**src/rtl/npu_pkg.sv**
```systemverilog
// Shared types and defaults for the NPU sequencing controller.
package npu_pkg;

    localparam int NPU_N_DEFAULT = 32;
    localparam int NPU_ADDR_W    = $clog2(NPU_N_DEFAULT);

    typedef enum logic [2:0] {
        IDLE    = 3'd0,
        LOAD    = 3'd1,
        ARRAY   = 3'd2,
        QUANT   = 3'd3,
        SOFTMAX = 3'd4,
        WRBACK  = 3'd5,
        DONE    = 3'd6,
        ERROR   = 3'd7
    } npu_state_e;

    // Stages guarded by the watchdog; WRBACK has a fixed length and is excluded.
    function automatic logic is_stage(input npu_state_e s);
        is_stage = (s == LOAD) || (s == ARRAY) || (s == QUANT) || (s == SOFTMAX);
    endfunction

    function automatic npu_state_e next_stage(input npu_state_e s);
        case (s)
            LOAD:    next_stage = ARRAY;
            ARRAY:   next_stage = QUANT;
            QUANT:   next_stage = SOFTMAX;
            SOFTMAX: next_stage = WRBACK;
            default: next_stage = IDLE;
        endcase
    endfunction

endpackage

```
**src/rtl/npu_seq_ctrl_if.sv**
```systemverilog
// Stage start/done handshakes and output-BRAM write port of the sequencer.
interface npu_seq_ctrl_if
    import npu_pkg::*;
#(
    parameter int N = NPU_N_DEFAULT
);
    logic                 o_load_start;
    logic                 i_load_done;
    logic                 o_array_start;
    logic                 i_array_done;
    logic                 o_quant_start;
    logic                 i_quant_done;
    logic                 o_softmax_start;
    logic                 i_softmax_done;
    logic                 o_wr_en;
    logic [$clog2(N)-1:0] o_wr_addr;

    modport master (
        output o_load_start, o_array_start, o_quant_start, o_softmax_start,
        output o_wr_en, o_wr_addr,
        input  i_load_done, i_array_done, i_quant_done, i_softmax_done
    );

    modport slave (
        input  o_load_start, o_array_start, o_quant_start, o_softmax_start,
        input  o_wr_en, o_wr_addr,
        output i_load_done, i_array_done, i_quant_done, i_softmax_done
    );
endinterface

```
**src/rtl/npu_stage_timer.sv**
```systemverilog
// Per-stage watchdog: counts enabled cycles since the last clear.
module npu_stage_timer #(
    parameter int TIMEOUT = 1_000_000
) (
    input  logic i_clk,
    input  logic i_rst_n,
    input  logic clear,
    input  logic enable,
    output logic expired
);
    localparam int CW = (TIMEOUT > 2) ? $clog2(TIMEOUT) : 1;
    localparam logic [CW-1:0] LIMIT = CW'(TIMEOUT - 1);

    logic [CW-1:0] cnt_q;

    // cnt_q equals the index of the current stage cycle, so expiry fires in cycle TIMEOUT-1.
    always_ff @(posedge i_clk or negedge i_rst_n) begin
        if (!i_rst_n) begin
            cnt_q <= '0;
        end else if (clear) begin
            cnt_q <= '0;
        end else if (enable && (cnt_q != LIMIT)) begin
            cnt_q <= cnt_q + CW'(1);
        end
    end

    assign expired = enable && (cnt_q == LIMIT);
endmodule

```
**src/rtl/npu_seq_ctrl.sv**
```systemverilog
// Sequencer for load -> systolic array -> quantize -> softmax -> write-back,
// with per-stage watchdog, abort and cycle-latency measurement.
module npu_seq_ctrl
    import npu_pkg::*;
#(
    parameter int N       = NPU_N_DEFAULT,
    parameter int TIMEOUT = 1_000_000
) (
    input  logic           i_clk,
    input  logic           i_rst_n,
    input  logic           i_start,
    input  logic           i_abort,
    npu_seq_ctrl_if.master bus,
    output logic           o_busy,
    output logic           o_valid,
    output logic           o_error,
    output logic [2:0]     o_err_stage,
    output logic [31:0]    o_latency
);
    localparam int AW = $clog2(N);
    localparam logic [AW-1:0] LAST_ADDR = AW'(N - 1);

    npu_state_e    state_q, state_d;
    logic          first_q;
    logic [AW-1:0] wr_cnt_q;
    logic          stage_done;
    logic          accept;
    logic          timer_clear;
    logic          timer_enable;
    logic          timer_expired;

    assign timer_clear  = (state_d != state_q);
    assign timer_enable = is_stage(state_q);

    npu_stage_timer #(.TIMEOUT(TIMEOUT)) u_stage_timer (
        .i_clk   (i_clk),
        .i_rst_n (i_rst_n),
        .clear   (timer_clear),
        .enable  (timer_enable),
        .expired (timer_expired)
    );

    // Abort outranks done, and done outranks a watchdog expiry in the same cycle.
    always_comb begin
        state_d    = state_q;
        accept     = 1'b0;
        stage_done = 1'b0;
        case (state_q)
            LOAD:    stage_done = bus.i_load_done;
            ARRAY:   stage_done = bus.i_array_done;
            QUANT:   stage_done = bus.i_quant_done;
            SOFTMAX: stage_done = bus.i_softmax_done;
            default: stage_done = 1'b0;
        endcase
        case (state_q)
            IDLE, DONE, ERROR: begin
                if (i_start) begin
                    accept  = 1'b1;
                    state_d = LOAD;
                end
            end
            LOAD, ARRAY, QUANT, SOFTMAX: begin
                if (i_abort)                     state_d = IDLE;
                else if (stage_done && !first_q) state_d = next_stage(state_q);
                else if (timer_expired)          state_d = ERROR;
            end
            WRBACK: begin
                if (i_abort)                     state_d = IDLE;
                else if (wr_cnt_q == LAST_ADDR)  state_d = DONE;
            end
            default: state_d = IDLE;
        endcase
    end

    assign o_busy              = (state_q != IDLE) && (state_q != DONE) && (state_q != ERROR);
    assign bus.o_load_start    = first_q && (state_q == LOAD);
    assign bus.o_array_start   = first_q && (state_q == ARRAY);
    assign bus.o_quant_start   = first_q && (state_q == QUANT);
    assign bus.o_softmax_start = first_q && (state_q == SOFTMAX);
    assign bus.o_wr_en         = (state_q == WRBACK) && !i_abort;
    assign bus.o_wr_addr       = (state_q == WRBACK) ? wr_cnt_q : '0;

    // first_q marks the entry cycle of every state; latency counts every busy cycle.
    always_ff @(posedge i_clk or negedge i_rst_n) begin
        if (!i_rst_n) begin
            state_q     <= IDLE;
            first_q     <= 1'b0;
            wr_cnt_q    <= '0;
            o_valid     <= 1'b0;
            o_error     <= 1'b0;
            o_err_stage <= 3'd0;
            o_latency   <= 32'd0;
        end else begin
            state_q  <= state_d;
            first_q  <= (state_d != state_q);
            wr_cnt_q <= (state_q == WRBACK) ? wr_cnt_q + AW'(1) : '0;
            if (accept) begin
                o_valid   <= 1'b0;
                o_error   <= 1'b0;
                o_latency <= 32'd0;
            end else begin
                if (o_busy && (o_latency != '1)) begin
                    o_latency <= o_latency + 32'd1;
                end
                if ((state_q == WRBACK) && (state_d == DONE)) begin
                    o_valid <= 1'b1;
                end
                if ((state_q != ERROR) && (state_d == ERROR)) begin
                    o_error     <= 1'b1;
                    o_err_stage <= state_q;
                end
            end
        end
    end
endmodule

```
**src/flat_wrapper.sv**
```systemverilog
// flat-port wrapper written by rule: the top's interface ports become plain ports
module npu_seq_ctrl_flat import npu_pkg::*;
#(
    parameter int N       = NPU_N_DEFAULT,
    parameter int TIMEOUT = 1_000_000
)
  (i_clk, i_rst_n, i_start, i_abort, o_busy, o_valid, o_error, o_err_stage, o_latency, bus_o_load_start, bus_o_array_start, bus_o_quant_start, bus_o_softmax_start, bus_o_wr_en, bus_o_wr_addr, bus_i_load_done, bus_i_array_done, bus_i_quant_done, bus_i_softmax_done);
  npu_seq_ctrl_if #(.N(N)) bus_i ();
  input  logic i_clk;
  input  logic i_rst_n;
  input  logic i_start;
  input  logic i_abort;
  output logic o_busy;
  output logic o_valid;
  output logic o_error;
  output logic [2:0] o_err_stage;
  output logic [31:0] o_latency;
  output wire logic [$bits(bus_i.o_load_start)-1:0] bus_o_load_start;
  output wire logic [$bits(bus_i.o_array_start)-1:0] bus_o_array_start;
  output wire logic [$bits(bus_i.o_quant_start)-1:0] bus_o_quant_start;
  output wire logic [$bits(bus_i.o_softmax_start)-1:0] bus_o_softmax_start;
  output wire logic [$bits(bus_i.o_wr_en)-1:0] bus_o_wr_en;
  output wire logic [$bits(bus_i.o_wr_addr)-1:0] bus_o_wr_addr;
  input wire logic [$bits(bus_i.i_load_done)-1:0] bus_i_load_done;
  input wire logic [$bits(bus_i.i_array_done)-1:0] bus_i_array_done;
  input wire logic [$bits(bus_i.i_quant_done)-1:0] bus_i_quant_done;
  input wire logic [$bits(bus_i.i_softmax_done)-1:0] bus_i_softmax_done;
  assign bus_o_load_start = bus_i.o_load_start;
  assign bus_o_array_start = bus_i.o_array_start;
  assign bus_o_quant_start = bus_i.o_quant_start;
  assign bus_o_softmax_start = bus_i.o_softmax_start;
  assign bus_o_wr_en = bus_i.o_wr_en;
  assign bus_o_wr_addr = bus_i.o_wr_addr;
  assign bus_i.i_load_done = bus_i_load_done;
  assign bus_i.i_array_done = bus_i_array_done;
  assign bus_i.i_quant_done = bus_i_quant_done;
  assign bus_i.i_softmax_done = bus_i_softmax_done;
  npu_seq_ctrl #(.N(N), .TIMEOUT(TIMEOUT)) u_core (.i_clk(i_clk), .i_rst_n(i_rst_n), .i_start(i_start), .i_abort(i_abort), .bus(bus_i), .o_busy(o_busy), .o_valid(o_valid), .o_error(o_error), .o_err_stage(o_err_stage), .o_latency(o_latency));
endmodule
```
**config.mk**
```make
export PLATFORM = sky130hd
export DESIGN_NAME = npu_seq_ctrl_flat
export DESIGN_NICKNAME = d
export VERILOG_FILES = /design/src/rtl/npu_pkg.sv /design/src/rtl/npu_seq_ctrl_if.sv /design/src/rtl/npu_stage_timer.sv /design/src/rtl/npu_seq_ctrl.sv /design/src/flat_wrapper.sv
export SDC_FILE = /design/constraint.sdc
export NUM_CORES = 1
export LEC_CHECK = 0
export CAP_MARGIN = 20
export CORE_ASPECT_RATIO = 1.75
export CORE_MARGIN = 10
export CORE_UTILIZATION = 50
export DETAILED_ROUTE_END_ITERATION = 8
export PLACE_DENSITY = 0.75
export SYNTH_ARGS = -nofsm -noshare
export SYNTH_HDL_FRONTEND = slang
export SYNTH_SLANG_ARGS = --single-unit
```
**constraint.sdc**
```tcl
create_clock -name i_clk -period 6.8 [get_ports i_clk]
set_input_delay 1.36 -clock i_clk [delete_from_list [all_inputs] [get_ports i_clk]]
set_output_delay 1.36 -clock i_clk [all_outputs]
set_load 0.01 [all_outputs]
```
==> impl_metrics.prom, run 1 <==
# TYPE chip_impl_metric gauge
chip_impl_metric{name="grt_start_max_net_pins",unit=""} 67
chip_impl_metric{name="vias_per_cell",unit=""} 5.57
chip_impl_metric{name="power_per_cell_area",unit="nW/µm²"} 266
chip_impl_metric{name="drv.max_cap_violation_count",unit=""} 0
chip_impl_info{name="synth_area_leaders",value="sky130_fd_sc_hd__dfrtp_1 44%, sky130_fd_sc_hd__nor2_1 6.5%, sky130_fd_sc_hd__xor2_1 5.4%, sky130_fd_sc_hd__xnor2_1 4.5%, sky130_fd_sc_hd__nand2_1 4.4%"} 1
chip_impl_metric{name="required",unit="ns"} 5.44
chip_impl_metric{name="final-setup-viol-count",unit=""} 0
chip_impl_metric{name="synthCells",unit=""} 408
chip_impl_metric{name="cellLeakagePower",unit="nW"} 2.01
chip_impl_info{name="worst_hold_path.endpoint",value="u_core.o_error$_DFFE_PN0P_"} 1
chip_impl_metric{name="slew-limit-headroom",unit="%"} 28.7
chip_impl_metric{name="wl_per_cell",unit="µm"} 15.6
chip_impl_metric{name="dpl_cell_area",unit="µm²"} 4260
chip_impl_metric{name="switchingPower",unit="mW"} 0.382
chip_impl_metric{name="period_share",unit="%"} 61.0
chip_impl_metric{name="post_cts_resized",unit=""} 0
chip_impl_metric{name="nets_in_the_synthesized_netlist",unit=""} 420
chip_impl_metric{name="numCtsBuffers",unit=""} 9
chip_impl_metric{name="final_layout_size_suffix_gt1_share",unit="%"} 7.14
chip_impl_metric{name="post_cts_hold_buffer_count",unit=""} 0
chip_impl_metric{name="post-cts-setup-buffers",unit=""} 0
chip_impl_metric{name="period_minus_slack",unit="ns"} 4.15
chip_impl_metric{name="finalCoreUtilization",unit="%"} 63.1
chip_impl_metric{name="antenna_violation_net_count_after_detailed_routing",unit=""} 0
chip_impl_info{name="root_buffer",value="sky130_fd_sc_hd__clkbuf_16"} 1
chip_impl_info{name="critPathLaunchType",value="primary input"} 1
chip_impl_info{name="timing.critical_path.max_delay_family",value="buffers and inverters"} 1
chip_impl_metric{name="die_area",unit="µm²"} 11400
chip_impl_metric{name="use_met2",unit="%"} 27.9
chip_impl_info{name="reg2reg_to",value="u_core.u_stage_timer.cnt_q[12]$_DFFE_PN0P_"} 1
chip_impl_info{name="synth_commonest_cells",value="66 x sky130_fd_sc_hd__dfrtp_1, 64 x sky130_fd_sc_hd__nor2_1, 44 x sky130_fd_sc_hd__nand2_1, 23 x sky130_fd_sc_hd__xor2_1"} 1
chip_impl_metric{name="cellInternalPower",unit="mW"} 0.832
chip_impl_metric{name="drt_pre_antenna_iters",unit=""} 4
chip_impl_metric{name="gpl.final_weighted_congestion",unit=""} 0.900
chip_impl_info{name="crit_path_end_kind",value="primary output"} 1
chip_impl_metric{name="first_global_vias",unit=""} 3113
chip_impl_metric{name="hold_violations",unit=""} 0
chip_impl_info{name="ys_dominant_reg_cell",value="sky130_fd_sc_hd__dfrtp_1"} 1
chip_impl_metric{name="ctsHtreeMaxLevel",unit=""} 3
chip_impl_info{name="tritoncts_clock_tree",value="yes"} 1
chip_impl_metric{name="tns",unit="ns"} 0
chip_impl_metric{name="postRouteWirelength",unit="µm"} 8570
chip_impl_info{name="grt_setup_unrepaired",value="false"} 1
chip_impl_metric{name="synth_seq_cells",unit=""} 66
chip_impl_metric{name="critical_path_peak_fanout",unit=""} 11
chip_impl_metric{name="rr_worst_depth",unit=""} 7
chip_impl_metric{name="num_vias",unit=""} 3054
chip_impl_metric{name="synth.lib_cells_used.distinct",unit=""} 57
chip_impl_info{name="crit_chain",value="clkdlybuf4s50_1, nor2_1, clkdlybuf4s50_1"} 1
chip_impl_metric{name="synth_warnings",unit=""} 0
chip_impl_metric{name="drc",unit=""} 0
chip_impl_metric{name="design.final.nets",unit=""} 470
chip_impl_metric{name="globalRouteMet1Util",unit="%"} 15.6
chip_impl_metric{name="drt_first_iter_violations",unit=""} 135
chip_impl_info{name="rr_startpoint",value="u_core.state_q[0]$_DFF_PN0_"} 1
chip_impl_info{name="timing_worst_setup_path_type",value="in2out"} 1
chip_impl_metric{name="clkLatencyLatePin",unit="ns"} 0.34
chip_impl_metric{name="critPathBufInv",unit=""} 2
chip_impl_metric{name="chipHeight",unit="µm"} 134
chip_impl_metric{name="worst-path-stages",unit=""} 3
chip_impl_metric{name="worst_path_largest_cell_delay",unit="ns"} 0.61
chip_impl_metric{name="io-pin-count",unit=""} 56
chip_impl_metric{name="postSynth.asyncResetShare",unit="%"} 100
chip_impl_metric{name="pwr-share-seq",unit="%"} 39.1
chip_impl_metric{name="first_pass_grt_wire_length",unit="µm"} 14600
chip_impl_metric{name="r2r_setup_slack",unit="ns"} 3.64
chip_impl_info{name="post-synth-top-area-cell",value="sky130_fd_sc_hd__dfrtp_1"} 1
chip_impl_info{name="hold_path_class",value="reg2reg"} 1
chip_impl_metric{name="power.share.switching",unit="%"} 31.4
chip_impl_metric{name="fraction_of_the_yosys_area_taken_by_sequential_cells",unit="%"} 44.4
chip_impl_metric{name="clock_sink_count",unit=""} 66
chip_impl_metric{name="antenna_cells",unit=""} 0
chip_impl_metric{name="slew_viol_final",unit=""} 0
chip_impl_info{name="critical_path.most_common_cell",value="sky130_fd_sc_hd__clkdlybuf4s50_1"} 1
chip_impl_metric{name="deepest_clock_path_buffer_count",unit=""} 2
chip_impl_metric{name="start_util",unit="%"} 51.4
chip_impl_metric{name="clock.fmax",unit="MHz"} 241
chip_impl_metric{name="numPortBuffers",unit=""} 55
chip_impl_metric{name="power_frac_clock",unit="%"} 38.9
chip_impl_info{name="status",value="complete, no violations"} 1
chip_impl_metric{name="hold-path-cell-count",unit=""} 1
chip_impl_metric{name="clkSlewWorstSetupHoldPaths",unit="ns"} 0.05
chip_impl_metric{name="critical_path_arrival",unit="ns"} 2.79
chip_impl_metric{name="dp_hpwl",unit="µm"} 6190
chip_impl_metric{name="finClkSkew",unit="ns"} 0.00553
chip_impl_metric{name="core_region_area",unit="µm²"} 7230
chip_impl_metric{name="synth_area_per_cell",unit="µm²"} 9.12
chip_impl_metric{name="std_cell_rows",unit=""} 41
chip_impl_metric{name="die_x",unit="µm"} 85.2
chip_impl_metric{name="worst_slew_pin_slew",unit="ns"} 1.07
chip_impl_metric{name="layout.cell_area.non_filler",unit="µm²"} 4570
chip_impl_info{name="grt.busiest_layer",value="met2"} 1
chip_impl_metric{name="globalRouteTotalUtil",unit="%"} 15.6
chip_impl_metric{name="groute.layer.met3.usage",unit="%"} 5.03
chip_impl_metric{name="antenna_violations_before_repair",unit=""} 0
chip_impl_info{name="post-synth-top-count-cell",value="sky130_fd_sc_hd__dfrtp_1"} 1
chip_impl_metric{name="flow.area_growth_from_synthesis",unit="%"} 22.8
chip_impl_info{name="crit_slowest_cell",value="sky130_fd_sc_hd__clkdlybuf4s50_1"} 1
chip_impl_metric{name="combinationalPowerShare",unit="%"} 22.0
chip_impl_metric{name="globalRoute.totalOverflow",unit=""} 0
chip_impl_metric{name="maximum_ir_drop_on_the_vdd_rail",unit="V"} 0.000220
chip_impl_metric{name="synth.top_cell.area_share",unit="%"} 44.4
chip_impl_metric{name="number_of_enable_type_register_cells_in_the_synthesized_netlist",unit=""} 0
chip_impl_info{name="worst_hold_startpoint",value="u_core.o_error$_DFFE_PN0P_"} 1
chip_impl_metric{name="netlist_area",unit="µm²"} 3720
==> layer usage <==
metal / up-vias / routed length [µm]
met5: - / 0
met4: 0 / 201
met3: 14 / 464
met2: 60 / 4610
met1: 1469 / 3290
li1: 1511 / -
==> power by group through the flow <==
| stage | registers [mW] | clock network (mW) | logic, mW |
|---|---|---|---|
| floorplan | 0.447 | 0 | 0.238 |
| global placement | 0.477 | 0 | 0.267 |
| detailed placement | 0.479 | 0 | 0.272 |
| CTS | 0.473 | 0.480 | 0.274 |
| global route | 0.481 | 0.495 | 0.303 |
| finish | 0.474 | 0.472 | 0.267 |
==> sequential cells by signal, summed over array words and instances, names as in the netlist <==
| register | cells |
|---|---|
| u_core.o_error | 1 |
| u_core.state_q | 3 |
| u_core.first_q | 1 |
| u_core.o_valid | 1 |
| u_core.wr_cnt_q | 5 |
| u_core.o_err_stage | 3 |
| u_core.o_latency | 32 |
| u_core.u_stage_timer.cnt_q | 20 |
==> per-stage QoR <==
step	worst slack, ns	power (mW)	hold WS, ns	instances
6_report	2.65	1.21	0.477	548
3_5_place_dp	2.65	0.751	0.474	533
4_1_cts	2.64	1.23	0.485	548
2_1_floorplan	3.73	0.685	0.446	408
5_1_grt	2.58	1.28	0.492	548
3_3_place_gp	2.67	0.744	0.463	533
==> final cells by class <==
cell class | instances | area (µm²)
clock buffers | 13 | 270
clock inverters | 2 | 35.0
fillers | 601 | 2670
inverters | 10 | 37.5
multi-input cells | 315 | 1910
flip-flops and latches | 66 | 1650
well taps | 86 | 108
repair buffers | 56 | 553
==> how the worst max path moves through the flow <==
stage	from	endpoint	slack, ns
2_1_floorplan	i_abort	bus_o_wr_en	3.73
3_3_place_gp	i_abort	bus_o_wr_en	2.67
3_5_place_dp	i_abort	bus_o_wr_en	2.65
4_1_cts	i_abort	bus_o_wr_en	2.64
5_1_grt	i_abort	bus_o_wr_en	2.58
6_report	i_abort	bus_o_wr_en	2.65
==> layout by cell type, fill, tap and decap left out, types with 4 or more instances in the layout <==
cell / count
sky130_fd_sc_hd__dfrtp_1: 66
sky130_fd_sc_hd__ha_1: 4
sky130_fd_sc_hd__xor2_1: 23
sky130_fd_sc_hd__clkbuf_16: 9
sky130_fd_sc_hd__inv_1: 10
sky130_fd_sc_hd__nor2b_1: 5
sky130_fd_sc_hd__and3_1: 19
sky130_fd_sc_hd__or3_1: 7
sky130_fd_sc_hd__nand3_1: 19
sky130_fd_sc_hd__o21ai_0: 14
sky130_fd_sc_hd__nand4_1: 12
sky130_fd_sc_hd__nand2_1: 44
sky130_fd_sc_hd__nor3_1: 13
sky130_fd_sc_hd__clkdlybuf4s50_1: 54
sky130_fd_sc_hd__nor2_1: 64
sky130_fd_sc_hd__mux2i_1: 5
sky130_fd_sc_hd__a21oi_1: 11
sky130_fd_sc_hd__xnor2_1: 19
==> cells by family (layout without fill, tap and decap cells) <==
logic type,after synthesis,in the layout,synth area share (%)
DFF,66,66,44.4
buffers and inverters,27,81,4.20
adders and majority gates,4,4,1.35
AOI/OAI and AO/OA,48,48,9.05
muxes,5,5,1.35
xor gates and xnor gates,42,42,9.89
and+or+nand+nor,216,216,29.8
Note: power is estimated with default switching activity, not from simulation.
==> inputs of run 2 (changes only) <==
--- a/config.mk
+++ b/config.mk
@@ -8,9 +8,9 @@
 export CAP_MARGIN = 20
 export CORE_ASPECT_RATIO = 1.75
 export CORE_MARGIN = 10
-export CORE_UTILIZATION = 50
+export CORE_UTILIZATION = 49
 export DETAILED_ROUTE_END_ITERATION = 8
-export PLACE_DENSITY = 0.75
+export PLACE_DENSITY = 0.76
 export SYNTH_ARGS = -nofsm -noshare
 export SYNTH_HDL_FRONTEND = slang
 export SYNTH_SLANG_ARGS = --single-unit
==> constraint.sdc (replaced) <==
create_clock -name i_clk -period 3.65 [get_ports i_clk]
set_input_delay 0.73 -clock i_clk [delete_from_list [all_inputs] [get_ports i_clk]]
set_output_delay 0.73 -clock i_clk [all_outputs]
set_load 0.01 [all_outputs]
==> impl_metrics.prom, run 2 (synthesis gave the netlist of run 1 again) <==
# TYPE chip_impl_metric gauge
chip_impl_metric{name="post_cts_hold_buffer_count",unit=""} 0
chip_impl_metric{name="postRouteWirelength",unit="µm"} 8530
chip_impl_metric{name="ctsHtreeMaxLevel",unit=""} 3
chip_impl_metric{name="grt_start_max_net_pins",unit=""} 48
chip_impl_metric{name="critical_path_arrival",unit="ns"} 2.39
chip_impl_metric{name="gpl.final_weighted_congestion",unit=""} 0.902
chip_impl_metric{name="post_cts_resized",unit=""} 0
chip_impl_metric{name="finalCoreUtilization",unit="%"} 61.0
chip_impl_metric{name="numPortBuffers",unit=""} 55
chip_impl_metric{name="wl_per_cell",unit="µm"} 15.4
chip_impl_metric{name="design.final.nets",unit=""} 475
chip_impl_info{name="status",value="complete, no violations"} 1
chip_impl_metric{name="clkSlewWorstSetupHoldPaths",unit="ns"} 0.05
chip_impl_metric{name="chipHeight",unit="µm"} 135
chip_impl_info{name="crit_slowest_cell",value="sky130_fd_sc_hd__clkdlybuf4s50_1"} 1
chip_impl_metric{name="deepest_clock_path_buffer_count",unit=""} 2
chip_impl_metric{name="clock_sink_count",unit=""} 66
chip_impl_metric{name="critical_path_peak_fanout",unit=""} 14
chip_impl_metric{name="finClkSkew",unit="ns"} 0.00539
chip_impl_info{name="timing.critical_path.max_delay_family",value="buffers and inverters"} 1
chip_impl_metric{name="critPathBufInv",unit=""} 2
chip_impl_metric{name="finish.cell_count_without_fillers",unit=""} 553
chip_impl_metric{name="die_area",unit="µm²"} 11600
chip_impl_metric{name="drc",unit=""} 0
chip_impl_info{name="critPathLaunchType",value="flip-flop"} 1
chip_impl_metric{name="slew-limit-headroom",unit="%"} 47.3
chip_impl_metric{name="core_region_area",unit="µm²"} 7460
chip_impl_metric{name="power_per_cell_area",unit="nW/µm²"} 466
chip_impl_metric{name="antenna_cells",unit=""} 0
chip_impl_metric{name="maximum_ir_drop_on_the_vdd_rail",unit="V"} 0.000333
chip_impl_metric{name="die_x",unit="µm"} 85.9
chip_impl_info{name="most-common-layout-cells",value="66 x sky130_fd_sc_hd__dfrtp_1, 64 x sky130_fd_sc_hd__nor2_1, 54 x sky130_fd_sc_hd__clkdlybuf4s50_1"} 1
chip_impl_metric{name="numCtsBuffers",unit=""} 9
chip_impl_info{name="hold_path_class",value="in2async"} 1
chip_impl_metric{name="dp_hpwl",unit="µm"} 6370
chip_impl_metric{name="antenna_violations_before_repair",unit=""} 0
chip_impl_metric{name="cellLeakagePower",unit="nW"} 2.01
chip_impl_metric{name="required",unit="ns"} 2.92
chip_impl_metric{name="clkLatencyLatePin",unit="ns"} 0.33
chip_impl_info{name="leading_cell_type_in_the_layout_fill_and_taps_excluded",value="sky130_fd_sc_hd__dfrtp_1"} 1
chip_impl_metric{name="num_vias",unit=""} 3130
chip_impl_metric{name="globalRoute.totalOverflow",unit=""} 0
chip_impl_metric{name="start_util",unit="%"} 49.8
chip_impl_metric{name="flow.area_growth_from_synthesis",unit="%"} 22.5
chip_impl_metric{name="placed_cells_incl_taps",unit=""} 539
chip_impl_metric{name="worst_slew_pin_slew",unit="ns"} 0.785
chip_impl_metric{name="drv.max_cap_violation_count",unit=""} 0
chip_impl_metric{name="slew_viol_final",unit=""} 0
chip_impl_metric{name="vias_per_cell",unit=""} 5.66
chip_impl_metric{name="total_power",unit="mW"} 2.12
chip_impl_info{name="timing_worst_setup_path_type",value="reg2out"} 1
chip_impl_metric{name="first_global_vias",unit=""} 3274
chip_impl_metric{name="period_share",unit="%"} 85.5
chip_impl_info{name="top_register",value="u_core.o_latency"} 1
chip_impl_metric{name="largest_register_ff_count",unit=""} 32
chip_impl_info{name="crit_path_end_kind",value="primary output"} 1
chip_impl_metric{name="tns",unit="ns"} 0
chip_impl_metric{name="final_layout_size_suffix_gt1_share",unit="%"} 7.31
chip_impl_info{name="crit_chain",value="buf_4, nor2b_1, nand2_1, nor2_1, clkdlybuf4s50_1"} 1
chip_impl_metric{name="antenna_violation_net_count_after_detailed_routing",unit=""} 0
chip_impl_metric{name="std_cell_rows",unit=""} 42
chip_impl_metric{name="drt_pre_antenna_iters",unit=""} 4
chip_impl_info{name="grt_setup_unrepaired",value="false"} 1
chip_impl_metric{name="globalRouteTotalUtil",unit="%"} 15.6
chip_impl_metric{name="first_pass_grt_wire_length",unit="µm"} 15000
chip_impl_metric{name="io-pin-count",unit=""} 56
chip_impl_metric{name="hold_violations",unit=""} 0
chip_impl_info{name="tritoncts_clock_tree",value="yes"} 1
chip_impl_info{name="biggestRegsByFlops",value="u_core.o_latency: 32 flops, u_core.u_stage_timer.cnt_q: 20 flops, u_core.wr_cnt_q: 5 flops"} 1
chip_impl_metric{name="drt_first_iter_violations",unit=""} 192
chip_impl_metric{name="period_minus_slack",unit="ns"} 3.12
chip_impl_metric{name="final-setup-viol-count",unit=""} 0
chip_impl_metric{name="worst_path_largest_cell_delay",unit="ns"} 0.57
chip_impl_metric{name="clock.fmax",unit="MHz"} 320
chip_impl_metric{name="post-cts-setup-buffers",unit=""} 0
chip_impl_info{name="root_buffer",value="sky130_fd_sc_hd__clkbuf_16"} 1
## run 2: changes by cell type in the layout (fill, tap and decap cells not counted), sizes merged
cell	before	now
buf	2	7
bufinv	1	0
clkbuf	13	12
## run 2: through the flow
step	setup WS, ns	instance area [µm²]	hold slack, ns
finish	0.528	4560	0.321
global route	0.379	4560	0.350
CTS	0.537	4540	0.487
detailed placement	0.813	4290	0.476
global placement	0.810	4290	0.476
floorplan	1.19	3720	0.434
## run 2: metal layers
| layer | vias up | track usage (%) | share of wire (%) | wire (µm) |
|---|---|---|---|---|
| li1 | 1523 | - | - | - |
| met1 | 1519 | 15.8 | 38 | 3260 |
| met2 | 69 | 28.1 | 54 | 4650 |
| met3 | 19 | 4.82 | 5.4 | 459 |
| met4 | 0 | 6.89 | 1.9 | 162 |
| met5 | - | 0 | 0 | 0 |
## run 2: final cells by class
cell class	instances	area (µm²)
Clock buffer	12	236
Timing Repair Buffer	61	603
Sequential cell	66	1650
Multi-Input combinational cell	315	1910
Tap cell	88	110
Clock inverter	1	5.00
Fill cell	642	2910
Inverter	10	37.5
## run 2: worst paths after layout
check / cells after the start / startpoint / slack (ns) / endpoint
worst min-delay path: 1 / i_rst_n / 0.32 / u_core.o_latency[12]$_DFFE_PN0P_
worst max-delay path: 5 / u_core.state_q[1]$_DFF_PN0_ / 0.53 / bus_o_wr_en
worst min register to register: 1 / u_core.o_err_stage[0]$_DFFE_PN0P_ / 0.49 / u_core.o_err_stage[0]$_DFFE_PN0P_
min in group i_clk: 1 / u_core.o_err_stage[0]$_DFFE_PN0P_ / 0.49 / u_core.o_err_stage[0]$_DFFE_PN0P_
worst max register to register: 7 / u_core.state_q[1]$_DFF_PN0_ / 0.90 / u_core.o_err_stage[0]$_DFFE_PN0P_
max in group asynchronous: 2 / i_rst_n / 2.70 / u_core.u_stage_timer.cnt_q[6]$_DFFE_PN0P_
## run 2: report_power, final
| part | internal, mW | switching [mW] | leakage [nW] | total [mW] |
|---|---|---|---|---|
| Clock | 0.446 | 0.275 | 0.118 | 0.721 |
| Sequential | 0.776 | 0.0696 | 0.913 | 0.845 |
| Combinational | 0.214 | 0.345 | 0.976 | 0.559 |
==> inputs of run 3 (changes only) <==
--- a/config.mk
+++ b/config.mk
@@ -10,6 +10,7 @@
 export CORE_MARGIN = 10
 export CORE_UTILIZATION = 49
 export DETAILED_ROUTE_END_ITERATION = 8
+export HOLD_SLACK_MARGIN = 0.12
 export PLACE_DENSITY = 0.76
 export SYNTH_ARGS = -nofsm -noshare
 export SYNTH_HDL_FRONTEND = slang
==> results of run 3 <==
Final layout, timing and power as in run 2 (identical DEF).
